**src/rtl/iq_bram_reader.sv**
```systemverilog
// Streams a window of IQ samples out of a circular BRAM onto an AXI-Stream style port,
// never reading past the writer's current address and flagging when the writer laps the reader.
module iq_bram_reader #(
  parameter int ADDR_W = 14,
  parameter int DATA_W = 32
) (
  input  logic              clk,
  input  logic              rst,
  input  logic [15:0]       wr_count,
  input  logic              start,
  input  logic [ADDR_W-1:0] start_addr,
  input  logic [ADDR_W:0]   length,
  output logic              bram_en,
  output logic [ADDR_W-1:0] bram_addr,
  input  logic [DATA_W-1:0] bram_dout,
  output logic [DATA_W-1:0] m_tdata,
  output logic              m_tvalid,
  output logic              m_tlast,
  input  logic              m_tready,
  output logic              busy,
  output logic              done,
  output logic              overrun
);

  typedef enum logic [1:0] {IDLE, READ, DRAIN, FINISH} state_t;

  localparam logic [ADDR_W:0]   MAX_LEN = {1'b1, {ADDR_W{1'b0}}};
  localparam logic [ADDR_W:0]   ONE_L   = {{ADDR_W{1'b0}}, 1'b1};
  localparam logic [ADDR_W-1:0] ONE_A   = {{(ADDR_W-1){1'b0}}, 1'b1};

  state_t              state_q, state_d;
  logic [ADDR_W-1:0]   wr_ptr_q, wr_prev_q;
  logic [ADDR_W-1:0]   rd_addr_q, rd_addr_d;
  logic [ADDR_W:0]     issue_cnt_q, issue_cnt_d;
  logic [ADDR_W:0]     beat_cnt_q, beat_cnt_d;
  logic                inflight_q;
  logic [1:0]          count_q, count_d;
  logic [DATA_W-1:0]   buf0_q, buf0_d, buf1_q, buf1_d;
  logic                ovr_q, ovr_d;

  logic [ADDR_W:0]     len_clamped;
  logic                pop;
  logic                rd_en;
  logic [2:0]          occ;
  logic [1:0]          slot;
  logic                unused_wr;

  assign unused_wr   = ^wr_count;
  assign len_clamped = (length > MAX_LEN) ? MAX_LEN : length;
  assign pop         = (count_q != 2'd0) && m_tready;

  // Occupancy after this cycle's pop lets a read issue behind a draining beat,
  // which is what sustains one beat per cycle with only two buffer slots.
  assign occ   = {1'b0, count_q} + {2'b00, inflight_q} - {2'b00, pop};
  assign rd_en = (state_q == READ) && (issue_cnt_q != '0) &&
                 (rd_addr_q != wr_ptr_q) && (occ < 3'd2);

  assign bram_en   = rd_en;
  assign bram_addr = rd_addr_q;
  assign m_tdata   = buf0_q;
  assign m_tvalid  = (count_q != 2'd0);
  assign m_tlast   = m_tvalid && (beat_cnt_q == ONE_L);
  assign busy      = (state_q != IDLE);
  assign done      = (state_q == FINISH);
  assign overrun   = ovr_q;

  always_comb begin
    state_d     = state_q;
    rd_addr_d   = rd_addr_q;
    issue_cnt_d = issue_cnt_q;
    beat_cnt_d  = beat_cnt_q;
    ovr_d       = ovr_q;

    if (pop) beat_cnt_d = beat_cnt_q - ONE_L;

    if (((state_q == READ) || (state_q == DRAIN)) && (wr_ptr_q != wr_prev_q) &&
        (wr_ptr_q == rd_addr_q) && (issue_cnt_q != '0))
      ovr_d = 1'b1;

    unique case (state_q)
      IDLE: begin
        if (start) begin
          rd_addr_d   = start_addr;
          issue_cnt_d = len_clamped;
          beat_cnt_d  = len_clamped;
          ovr_d       = 1'b0;
          state_d     = (len_clamped == '0) ? FINISH : READ;
        end
      end
      READ: begin
        if (rd_en) begin
          rd_addr_d   = rd_addr_q + ONE_A;
          issue_cnt_d = issue_cnt_q - ONE_L;
          if (issue_cnt_q == ONE_L) state_d = DRAIN;
        end
      end
      DRAIN: begin
        if (pop && (beat_cnt_q == ONE_L)) state_d = FINISH;
      end
      FINISH: state_d = IDLE;
      default: state_d = IDLE;
    endcase
  end

  always_comb begin
    count_d = count_q + {1'b0, inflight_q} - {1'b0, pop};
    buf0_d  = buf0_q;
    buf1_d  = buf1_q;
    slot    = count_q - {1'b0, pop};
    if (pop) buf0_d = buf1_q;
    if (inflight_q) begin
      if (slot == 2'd0) buf0_d = bram_dout;
      else              buf1_d = bram_dout;
    end
  end

  always_ff @(posedge clk) begin
    if (rst) begin
      state_q     <= IDLE;
      wr_ptr_q    <= '0;
      wr_prev_q   <= '0;
      rd_addr_q   <= '0;
      issue_cnt_q <= '0;
      beat_cnt_q  <= '0;
      inflight_q  <= 1'b0;
      count_q     <= '0;
      buf0_q      <= '0;
      buf1_q      <= '0;
      ovr_q       <= 1'b0;
    end else begin
      state_q     <= state_d;
      wr_ptr_q    <= wr_count[ADDR_W+1:2];
      wr_prev_q   <= wr_ptr_q;
      rd_addr_q   <= rd_addr_d;
      issue_cnt_q <= issue_cnt_d;
      beat_cnt_q  <= beat_cnt_d;
      inflight_q  <= rd_en;
      count_q     <= count_d;
      buf0_q      <= buf0_d;
      buf1_q      <= buf1_d;
      ovr_q       <= ovr_d;
    end
  end

endmodule

```
**config.mk**
```make
export PLATFORM = sky130hd
export DESIGN_NAME = iq_bram_reader
export DESIGN_NICKNAME = d
export VERILOG_FILES = /design/src/rtl/iq_bram_reader.sv
export SDC_FILE = /design/constraint.sdc
export NUM_CORES = 1
export LEC_CHECK = 0
export CAP_MARGIN = 20
export CELL_PAD_IN_SITES_DETAIL_PLACEMENT = 1
export CELL_PAD_IN_SITES_GLOBAL_PLACEMENT = 1
export CORE_UTILIZATION = 50
export CTS_CLUSTER_SIZE = 16
export DETAILED_ROUTE_END_ITERATION = 8
export DONT_BUFFER_PORTS = 1
export PLACE_DENSITY_LB_ADDON = 0.1
export SETUP_SLACK_MARGIN = 0.3
export SLEW_MARGIN = 20
export SYNTH_ARGS = -nofsm -noshare
export SYNTH_HDL_FRONTEND = slang
export SYNTH_SLANG_ARGS = --single-unit
```
**constraint.sdc**
```tcl
create_clock -name clk -period 4.6 [get_ports clk]
set_input_delay 0.46 -clock clk [delete_from_list [all_inputs] [get_ports clk]]
set_output_delay 0.46 -clock clk [all_outputs]
set_load 0.03 [all_outputs]
```
==> reports/qor.csv <==
metric;value;unit
status;complete, no violations;
TNS Setup;0;ns
placed cell count;947;
Ys Warns;0;
Worst-Skew Late Latency;0.43;ns
Seq pwr share;39.4;%
share of layout cells above drive strength 1;7.31;%
VDD IR max;0.324;mV
reg-to-reg slack, setup;0.89;ns
antenna violations before repair;0;
Combinational Power Share;35.5;%
sequential area share after synthesis;42.7;%
ANT nets after route;0;
Nets;887;
flops & latches, synth;142;
final clock skew;0.0121;ns
vias in the first global route;6177;
CTS sink cnt;142;
CTS tree;yes;
Total Routing Usage GR;28.8;%
largest net degree at the start of global routing;155;
DRT Pass-1 Iters;7;
Max Slew Vio Count;0;
Detailed Place HPWL;12.8;mm
net switching power;2.42;mW
Top FF cell, synth;dfxtp_1;
total grt overflow;0;
root buffer cell;clkbuf_16;
diode count;0;
setup bufs post-CTS;0;
area growth from synthesis to layout;9.74;%
Setup-failing EPs final;0;
Crit Path Class;register to output pin;
Routed WL per cell;19.7;um
TritonCTS buffer count;17;
Via density;6.14;
final worst path period share;80.9;%
Die Height;117;um
CP max FO;6;
distinct cell type count after synthesis;57;
clk buf depth;2;
FILL cells;1518;
leakage;2.51;nW
Starting Density;52.1;%
number of flops mapped to enable cells by yosys;0;
Top Family by Delay on Critical Path;simple AND/OR/NAND/NOR gates;
Iter 0 DRT Violations;359;
Max Freq;0.269;GHz
Post-synth ARST share;0;%
relative slew slack;44.3;%
drt total wl;19.3;mm
Hold Crit Class;input port to register;
actual slew at the worst max-slew pin;0.833;ns
Die X;117;um
Worst Path Arrival;3.26;ns
Critical Path End Type;output pin;
CP Cell Sequence;or2_2 -> nand2_1 -> o21bai_1 -> ha_1 -> fa_1 -> xnor2_1 -> nor3_1 -> nand2_1 -> nor2_1;
die area;13800;um2
Syn Area/Cell;8.09;um2
core outline area;12800;um2
final hold vios;0;
Sw Ratio;44.7;%
Crit-path slowest cell;nor2_1;
Clock transition at path regs;0.07;ns
CP startpoint kind;register;
IO Pins;133;
num rows;41;
GP Congestion;0.830;
RSZ-0062 raised after global routing;false;
maxcap violations;0;
WP buf/inv;0;
Critical Path Max Stage Delay;0.66;ns
Power Dens Cells;742;nW/um2
vias;6007;
post-CTS sizing;0;
internal power component;3.00;mW
post-route DRC violation count;0;
Max H-tree Level;4;
Mapped Nets;915;
Clock power frac;25.2;%
Req. time, crit path;4.14;ns
CP dominant cell by count;nand2_1;
Port Buf Inserts;0;
Finished Layout Cells;979;
Post-Synthesis Cells;822;
Tmin final;3.72;ns
first-pass GRT wire length;31.7;mm
post-synthesis cell area;6650;um2
CTS Hold Bufs;0;
## metal layers
layer  vias up  wire [um]  track usage [%]
met5         -          0                0
met4         0        417             11.6
met3        36       1060             7.05
met2       157       9630             49.1
met1      2983       8190             34.7
li1       2831          -                -
## cell usage in the layout, fill, tap and decap left out, drive strengths merged, types with 18 or more instances in the layout
cell and count:
dfxtp 142, a311oi 36, inv 21, xnor2 25, a21oi 86, o21ai 18
nor2b 32, nor3 31, nor2 62, nand2 154
## synthesized netlist by cell type, drive strengths merged, types with 10 or more instances
library cell / number / share of area, %
clkbuf: 46 / 2.7
o21ai: 18 / 1.4
o32ai: 14 / 1.8
a311oi: 36 / 4.7
inv: 17 / 0.96
nor2b: 32 / 3.0
nand2: 154 / 8.7
a211oi: 10 / 1.2
nor2: 62 / 3.5
nand3: 12 / 0.90
ha: 11 / 2.1
nor3: 31 / 2.3
nand2b: 17 / 1.6
a21oi: 86 / 6.5
xnor2: 25 / 3.3
dfxtp: 142 / 43
xor2: 15 / 2.0
## cell type report
| type | instances | area, um2 | area share [%] |
|---|---|---|---|
| clock buffers | 17 | 425 | 5.83 |
| clock inverters | 15 | 161 | 2.21 |
| inverters | 17 | 63.8 | 0.874 |
| multi-input cells | 609 | 3540 | 48.5 |
| flip-flops and latches | 142 | 2840 | 38.9 |
| well taps | 172 | 215 | 2.95 |
| repair buffers | 7 | 52.6 | 0.720 |
## metrics by stage
step | utilization (%) | setup WS, ns | cell area, um2 | total power, mW | hold slack, ns
finish | 57.2 | 0.876 | 7300 | 5.42 | 0.0976
detailed placement | 52.5 | 0.858 | 6710 | 4.04 | 0.444
CTS | 57.1 | 0.842 | 7300 | 5.44 | 0.0923
global placement | 52.5 | 1.03 | 6710 | 3.92 | 0.436
global route | 57.2 | 0.578 | 7300 | 5.76 | 0.0884
floorplan | - | 1.29 | 6650 | 3.55 | 0.437
## state kept, by name, indices dropped and copies added (netlist names)
register and cells:
m_tdata 32, state_q 2, count_q 2, issue_cnt_q 15
wr_prev_q 14, wr_ptr_q 14, inflight_q 1, buf1_q 32
beat_cnt_q 15, bram_addr 14, overrun 1
## kinds of logic (layout without fill, tap and decap cells)
| logic type | after synthesis | count (layout) | share of synthesized area, % |
|---|---|---|---|
| XOR/XNOR | 40 | 40 | 5.27 |
| AO/OA/AOI/OAI | 197 | 197 | 19.8 |
| adder cells (fa/ha/maj) | 12 | 12 | 2.37 |
| multiplexers | 3 | 3 | 0.451 |
| AND/OR/NAND/NOR | 357 | 357 | 25.1 |
| buffers and inverters | 71 | 56 | 4.27 |
| flip-flops | 142 | 142 | 42.7 |
## final timing paths
check | start | depth (start not counted) | end
worst max register to register | count_q[1]$_SDFF_PP0_ | 12 | bram_addr[7]$_SDFFE_PP0P_
worst max-delay path | count_q[1]$_SDFF_PP0_ | 9 | bram_en
worst min register to register | buf1_q[24]$_SDFFE_PP0P_ | 2 | buf1_q[24]$_SDFFE_PP0P_
worst min-delay path | rst | 1 | wr_prev_q[0]$_SDFF_PP0_
## power groups by stage
stage | clock [mW] | combinational (mW) | sequential, mW
after global routing | 1.44 | 2.15 | 2.17
after floorplan | 0 | 1.52 | 2.03
after detailed placement | 0 | 1.89 | 2.15
final | 1.36 | 1.92 | 2.13
after CTS | 1.39 | 1.92 | 2.13
after global placement | 0 | 1.79 | 2.13
(Power assumes the default switching activity.)
==> patch (same flow settings) <==
Set the parameter `DATA_W` to 64 (it was 32).
--- a/src/rtl/iq_bram_reader.sv
+++ b/src/rtl/iq_bram_reader.sv
@@ -3,5 +3,5 @@
 module iq_bram_reader #(
   parameter int ADDR_W = 14,
-  parameter int DATA_W = 32
+  parameter int DATA_W = 64
 ) (
   input  logic              clk,
Ports: changed (resized bram_dout and m_tdata); port bits go from 133 to 197. The function was not compared with the original's and may differ.
==> patch against the original RTL <==
- total power up 18%
- sequential cell count increased by 64
- cell area increased by 35%
- utilization is 0.96 points lower
- routed wire length increased by 32%
- sequential share of layout area increased by 2.9 points
- area after synthesis increased by 37%
- worst setup slack improved by 0.20 ns
- critical endpoint unchanged
- highest routed layer unchanged
==> patch: results (changes against the original RTL) <==
.. list-table::
   :header-rows: 1

   * - Metric
     - Value
   * - Fraction of area in registers
     - 41.8% (+2.9 points)
   * - Post-Place Setup Slack
     - 1.30 ns (+0.438 ns)
   * - Largest vdd supply drop
     - 0.000397 V (+23%)
   * - Buffers, non-clock
     - 10 (+3)
   * - Total number of vias
     - 7,824 (+30%)
   * - Area fraction in compound gates after synthesis
     - 17.7% (-2.1 points)
   * - Cell types with the highest counts after synthesis
     - nand2_1, dfxtp_1, nor2_1
   * - Non-Clock Inverter Count
     - 13 (-4)
   * - Synthesized area per cell
     - 8.08 um2 (-0.22%)
   * - Sequential share of the synthesized area
     - 45.3% (+2.6 points)
   * - Global-route track usage on met2
     - 44.4% (-4.7 points)
   * - Fraction of final layout cells sized beyond drive strength 1
     - 5.93% (-1.4 points)
   * - H-tree level count
     - 1 (-3)
   * - Clock buffer instance count of the final layout
     - 35 (+18)
   * - Post-synthesis adder-cell area fraction
     - 1.73% (-0.64 points)
   * - Filler instances
     - 2,137 (+41%)
   * - Number of buffers created by CTS
     - 23 (+6)
   * - Clock latency on the worst-skew pair
     - 0.51 ns (+0.08 ns)
   * - Run status
     - completed
   * - Sinks on the clock net
     - 206 (+45%)
   * - Parity-gate share of the synthesized area counting xor and xnor cells
     - 4.23% (-1.0 points)
   * - Total Routed Length
     - 25.5 mm (+32%)
   * - Met3 wire length
     - 1.95 mm (+84%)
   * - DP HPWL
     - 16.2 mm (+27%)
   * - CP Data Arrival Time
     - 3.06 ns (-0.20 ns)
   * - Worst clock skew
     - 0.0197 ns (+0.00766 ns)
   * - Fraction of cell area in non-clock buffers
     - 0.762% (+0.042 points)
   * - Met3 usage
     - 7.89% (+0.84 points)
   * - Post-layout util
     - 56.2% (-0.96 points)
   * - Ranking of synthesized cells by area
     - dfxtp_1, nand2_1, a311oi_1
   * - Average wire per standard cell
     - 19.3 um (-2.1%)
   * - # placed instances
     - 1,280 (+35%)
   * - Multi-Input Combinational
     - 826 (+36%)
   * - Vias in the first global route
     - 7,711 (+25%)
   * - Pin count of the biggest net entering global routing
     - 201 (+30%)
   * - Area of combinational cells with multiple inputs
     - 4620 um2 (+31%)
## patch: cell types whose count changed in the layout (fill, tap and decap cells not counted), moves of 12 or more
| cell | delta |
|---|---|
| nor2_1 | +35 |
| nand2_1 | +138 |
| nand2b_1 | -14 |
| a311oi_1 | +31 |
| o32ai_1 | -12 |
| xor2_1 | +14 |
| dfxtp_1 | +64 |
## patch: worst register-to-register path: cells and delay by family (launching register included)
family / cells / cell delay, ns
simple gates: 4 / 0.93
compound gates: 4 / 0.89
fa+ha+maj: 2 / 0.58
flops: 1 / 0.39
buf+inv: 1 / 0.29
xor+xnor: 1 / 0.15
## patch: path summary, 6_finish.rpt
kind                            startpoint           end  slack, ns  depth (start not counted)
worst max-delay path            count_q[1]       bram_en       1.08                         10
worst min-delay path                   rst   m_tdata[60]       0.04                          1
worst max register to register  count_q[1]  bram_addr[5]       1.27                         12
worst min register to register  buf1_q[53]    buf1_q[53]       0.45                          2
## patch: power by group
group	internal, mW	switching (mW)
registers	2.11	0.746
logic	0.656	1.17
clock network	1.00	0.722
